===== src/rtl/ex_mem_skid.sv =====
// Two-entry elastic buffer between execute and memory stages. The head entry is
// also exposed for forwarding; acceptance stops once a halt entry is taken.
module ex_mem_skid #(
  parameter int unsigned W  = 16,
  parameter int unsigned RW = 3
) (
  input  logic          clk,
  input  logic          rst_n,
  input  logic          flush,
  input  logic          in_valid,
  output logic          in_ready,
  input  logic [W-1:0]  in_result,
  input  logic [W-1:0]  in_sdata,
  input  logic [W-1:0]  in_pc,
  input  logic [RW-1:0] in_rd,
  input  logic          in_we,
  input  logic          in_mrd,
  input  logic          in_mwr,
  input  logic          in_halt,
  output logic          out_valid,
  input  logic          out_ready,
  output logic [W-1:0]  out_result,
  output logic [W-1:0]  out_sdata,
  output logic [W-1:0]  out_pc,
  output logic [RW-1:0] out_rd,
  output logic          out_we,
  output logic          out_mrd,
  output logic          out_mwr,
  output logic          out_halt,
  output logic          fwd_valid,
  output logic [RW-1:0] fwd_rd,
  output logic [W-1:0]  fwd_data,
  output logic          halted
);

  localparam int unsigned PW = 3 * W + RW + 4;

  logic [PW-1:0] slot_q [2];
  logic [PW-1:0] in_payload;
  logic [PW-1:0] head;
  logic          rd_ptr_q, rd_ptr_d;
  logic          wr_ptr_q, wr_ptr_d;
  logic [1:0]    count_q, count_d;
  logic          halted_q, halted_d;
  logic          push, pop;

  assign in_payload = {in_result, in_sdata, in_pc, in_rd, in_we, in_mrd, in_mwr, in_halt};

  // flush is the only input allowed to reach in_ready combinationally
  assign in_ready  = (count_q != 2'd2) & ~halted_q & ~flush;
  assign out_valid = (count_q != 2'd0);
  assign push      = in_valid & in_ready;
  assign pop       = out_valid & out_ready;

  assign head = slot_q[rd_ptr_q];
  assign {out_result, out_sdata, out_pc, out_rd, out_we, out_mrd, out_mwr, out_halt} = head;

  assign fwd_valid = out_valid & out_we;
  assign fwd_rd    = out_rd;
  assign fwd_data  = out_result;
  assign halted    = halted_q;

  always_comb begin
    count_d  = count_q;
    rd_ptr_d = rd_ptr_q;
    wr_ptr_d = wr_ptr_q;
    halted_d = halted_q;
    if (flush) begin
      count_d  = 2'd0;
      rd_ptr_d = 1'b0;
      wr_ptr_d = 1'b0;
      halted_d = 1'b0;
    end else begin
      if (push) begin
        wr_ptr_d = ~wr_ptr_q;
        halted_d = halted_q | in_halt;
      end
      if (pop) begin
        rd_ptr_d = ~rd_ptr_q;
      end
      unique case ({push, pop})
        2'b10:   count_d = count_q + 2'd1;
        2'b01:   count_d = count_q - 2'd1;
        default: count_d = count_q;
      endcase
    end
  end

  always_ff @(posedge clk or negedge rst_n) begin
    if (!rst_n) begin
      count_q  <= 2'd0;
      rd_ptr_q <= 1'b0;
      wr_ptr_q <= 1'b0;
      halted_q <= 1'b0;
    end else begin
      count_q  <= count_d;
      rd_ptr_q <= rd_ptr_d;
      wr_ptr_q <= wr_ptr_d;
      halted_q <= halted_d;
    end
  end

  // Slot contents survive flush; only pointers and count are squashed.
  always_ff @(posedge clk or negedge rst_n) begin
    if (!rst_n) begin
      slot_q[0] <= '0;
      slot_q[1] <= '0;
    end else if (push) begin
      slot_q[wr_ptr_q] <= in_payload;
    end
  end

endmodule


===== config.mk =====
export PLATFORM = sky130hd
export DESIGN_NAME = ex_mem_skid
export DESIGN_NICKNAME = d
export VERILOG_FILES = /design/src/rtl/ex_mem_skid.sv
export SDC_FILE = /design/constraint.sdc
export NUM_CORES = 1
export LEC_CHECK = 0
export ABC_CLOCK_PERIOD_IN_PS = 2000
export BUFFER_PORTS_ARGS = -buffer_cell sky130_fd_sc_hd__buf_2
export CAP_MARGIN = 20
export CELL_PAD_IN_SITES_DETAIL_PLACEMENT = 0
export CELL_PAD_IN_SITES_GLOBAL_PLACEMENT = 1
export CORE_MARGIN = 5
export CORE_UTILIZATION = 46
export CTS_BUF_LIST = sky130_fd_sc_hd__clkbuf_8
export DETAILED_ROUTE_END_ITERATION = 7
export PLACE_DENSITY = 0.87
export SLEW_MARGIN = 40
export SYNTH_ARGS = -nofsm -noshare
export SYNTH_HDL_FRONTEND = slang
export SYNTH_SLANG_ARGS = --single-unit

===== constraint.sdc =====
create_clock -name clk -period 2 [get_ports clk]
set_input_delay 0.3 -clock clk [delete_from_list [all_inputs] [get_ports clk]]
set_output_delay 0.3 -clock clk [all_outputs]
set_load 0.01 [all_outputs]

==> out/results.tsv <==
stage	metric	value	unit
die	Initial Util	46.9	%
sta	post-route minimum period	1.96	ns
drt	number of detailed-routing iterations run before antenna repair	4	
pwr	Tot Pwr	8560	uW
worst_setup_path	reg-to-reg startpoint	halted	
sta	setup repair after global routing missed its margin	yes	
drt	total detailed-routing wirelength	11.3	mm
logic_synthesis	count of flip-flops with a built-in enable after synthesis	0	
worst_setup_path	kind of launch point of the worst setup path	register	
layout	antenna diode count	0	
place	weighted congestion reported at the end of routability-driven placement	0.728	
drt	Final ANT Viol Nets	0	
flow_run	count of maximum capacitance violations	0	
logic_synthesis	Async SR Flop Fraction	100	%
drt	DRC marker count from the first detailed-route iteration	91	
cts	Clock Root Buffer	sky130_fd_sc_hd__clkbuf_8	
die	Die Y	120	um
drt	via count of the routed design	3221	
sta	Max-slew headroom	79.0	%
cts	clock buffer depth	2	
worst_setup_path	CP Capture Type	output pin	
die	full die area	14500	um2
logic_synthesis	cell type with the largest total area after synthesis	sky130_fd_sc_hd__dfrtp_1	
layout	signed area change from the synthesized netlist to the final layout	22.9	%
worst_setup_path	R2R setup slack	0.29	ns
pwr	worst vdd ir	0.479	mV
die	chip width	120	um
pwr	P_leak	0.00338	uW
place	Port Buffer Count	137	
drt	vias per inst	5.05	
logic_synthesis	Yosys warnings	0	
worst_setup_path	Data arrival, critical path	1.66	ns
sta	final worst-path cycle share	98.2	%
layout	final design utilization	57.6	%
layout	ratio of cells with drive above 1 in the final layout	71.5	%
die	total core area	12000	um2
global_routing	number of global-route vias before repair	3487	
sta	setup violators final	0	
die	std cell rows	40	
min_path	Hold Crit Depth	2	
logic_synthesis	nets in the synthesized netlist	404	
cts	clock-pin slew reported for the worst setup and hold paths after clock tree synthesis	0.07	ns
cts	TritonCTS clock tree	done	
pwr	total power per unit cell area	1240	nW/um2
cts	number of levels in the clock H-tree	4	
cts	Inserted Clock Buffers	17	
layout	count of nets after finishing	538	
global_routing	global-route total usage across every layer	15.9	%
global_routing	global-route congestion overflow total	0	
logic_synthesis	biggest area contributors in the synthesized netlist	sky130_fd_sc_hd__dfrtp_1 (51%), sky130_fd_sc_hd__mux2_4 (24%), sky130_fd_sc_hd__mux2_2 (15%)	
layout	final design instance area without fill	6890	um2
layout	final-layout fill cell count	954	
cts	number of clock sinks seen by CTS	115	
worst_setup_path	required time of the worst setup path	1.70	ns
global_routing	maximum number of pins on one net before global-route repair	58	
worst_setup_path	number of cell instances on the worst register-to-register path	4	
worst_setup_path	endpoint of the lowest-slack register-to-register path	slot_q[13]	
sta	actual slew at the worst max-slew pin	0.315	ns
min_path	start point of the worst hold path	in_pc[10]	
global_routing	antenna violations before repair	0	
global_routing	global-route wire length before repair	18.1	mm
status	result of the run	complete, no violations	
logic_synthesis	count of distinct cell types in the synthesized netlist	30	
worst_setup_path	kind of critical path	reg -> out	
sta	Achievable Freq	509	MHz
sta	max-slew violations	0	
cts	Clk Latency, worst-skew pair	0.42	ns
logic_synthesis	most frequently used flop master after synthesis	sky130_fd_sc_hd__dfrtp_1	
place	Placement Cell Area	6300	um2
drt	Routed WL per cell	17.6	um
logic_synthesis	fraction of post-synthesis cell area in the top cell type by area	51.3	%
logic_synthesis	average instance area after synthesis	16.3	um2
logic_synthesis	Synth Instances	344	
place	placed wire-length estimate after detailed placement	7.69	mm
min_path	endpoint of the worst hold-timing path	slot_q[72]	
die	count of pins on the block boundary	138	
logic_synthesis	part of the Yosys area used for sequential elements	51.3	%
drt	DR DRC count	0	
logic_synthesis	area of the mapped netlist	5610	um2
worst_setup_path	maximum fanout count along the critical path	8	
sta	worst clock skew on the final layout	0.0122	ns
logic_synthesis	number of storage elements in the synthesis netlist	115	
sta	Final Hold Viols	0	
min_path	worst min-delay path category	in -> reg	
-- state kept, by name, indices dropped and copies added (netlist names) --
register / cells
count_q: 2
rd_ptr_q: 1
halted: 1
slot_q: 110
wr_ptr_q: 1
-- routing by layer --
metal | up-vias | share of wire, % | GRT usage, %
met4 | 0 | 1.9 | 6.94
met3 | 20 | 3.8 | 3.27
met1 | 1647 | 43 | 19.6
met2 | 72 | 52 | 26.9
met5 | - | 0 | 0
li1 | 1482 | - | -
-- cells in the mapped netlist (2+ instances only) --
| cell | instances |
|---|---|
| sky130_fd_sc_hd__buf_12 | 6 |
| sky130_fd_sc_hd__nor2b_1 | 2 |
| sky130_fd_sc_hd__inv_1 | 2 |
| sky130_fd_sc_hd__nand2_1 | 2 |
| sky130_fd_sc_hd__buf_6 | 5 |
| sky130_fd_sc_hd__mux2_4 | 89 |
| sky130_fd_sc_hd__nor2_1 | 3 |
| sky130_fd_sc_hd__mux2_2 | 76 |
| sky130_fd_sc_hd__buf_2 | 6 |
| sky130_fd_sc_hd__buf_4 | 19 |
| sky130_fd_sc_hd__dfrtp_1 | 115 |
-- stage by stage --
stage | instances | hold slack [ns] | setup TNS [ns] | setup slack, ns
6_report | 638 | 0.122 | 0 | 0.0370
5_1_grt | 638 | 0.0883 | -0.155 | -0.0214
4_1_cts | 635 | 0.0921 | -0.0313 | -0.00661
3_5_place_dp | 601 | 0.192 | 0 | 0.297
3_3_place_gp | 601 | 0.190 | 0 | 0.349
2_1_floorplan | 344 | 0.00441 | 0 | 0.291
-- worst max-delay path by stage --
stage / end / from / cells after the start / slack (ns)
finish: fwd_valid / rd_ptr_q / 4 / 0.04
global route: fwd_valid / rd_ptr_q / 4 / -0.02
detailed placement: slot_q[54] / count_q[0] / 4 / 0.30
floorplan: out_result[10] / rd_ptr_q / 4 / 0.29
CTS: out_result[9] / rd_ptr_q / 3 / -0.007
global placement: slot_q[2] / count_q[0] / 4 / 0.35
-- final cells by class --
cell class	count	area [um2]	share of cell area [%]
Sequential cell	115	2880	41.8
Multi-Input combinational cell	190	2400	34.9
Timing Repair Buffer	152	936	13.6
Clock buffer	22	303	4.39
Tap cell	147	184	2.67
Clock inverter	10	178	2.58
Inverter	2	7.51	0.109
-- repair_timing --
item / 4_1_cts / 5_1_grt
setup endpoints to repair: 1 / 19
hold buffers: 1 / 0
setup buffers: 0 / 3
cloned: 1 / 0
endpoints found under the hold margin: 17 / 0
pin swaps: 0 / 0
resized for setup: 0 / 8
-- layout by cell type, fill, tap and decap left out, types with 2 or more instances in the layout --
cell type / netlist / layout
sky130_fd_sc_hd__mux2_2: 76 / 69
sky130_fd_sc_hd__bufinv_16: 0 / 5
sky130_fd_sc_hd__nand2_1: 2 / 2
sky130_fd_sc_hd__clkbuf_8: 0 / 22
sky130_fd_sc_hd__buf_12: 6 / 9
sky130_fd_sc_hd__dfrtp_1: 115 / 114
sky130_fd_sc_hd__buf_4: 19 / 5
sky130_fd_sc_hd__mux2_4: 89 / 96
sky130_fd_sc_hd__buf_2: 6 / 136
sky130_fd_sc_hd__nor2b_1: 2 / 2
sky130_fd_sc_hd__nor2_1: 3 / 3
sky130_fd_sc_hd__clkinvlp_4: 0 / 2
sky130_fd_sc_hd__inv_1: 2 / 4
-- where the power goes --
group	switching, uW	internal, uW	total [uW]
logic	958	1610	2570
registers	397	3030	3430
clock network	921	1640	2560
total	2280	6290	8560
-- logic make-up after synthesis --
family / after synthesis / share of synthesized area (%)
AOI/OAI and AO/OA: 8 / 1.03
xor gates and xnor gates: 1 / 0.156
buffers and inverters: 39 / 6.43
DFF: 115 / 51.3
muxes: 165 / 39.1
and+or+nand+nor: 16 / 1.96
-- critical path, stage by stage (launching register included) --
cell                      delay [ns]
sky130_fd_sc_hd__dfrtp_2        0.48
sky130_fd_sc_hd__buf_12         0.17
sky130_fd_sc_hd__mux2_2         0.34
sky130_fd_sc_hd__and2_1         0.13
sky130_fd_sc_hd__buf_2          0.13
Power figures use the tool's default switching activity.
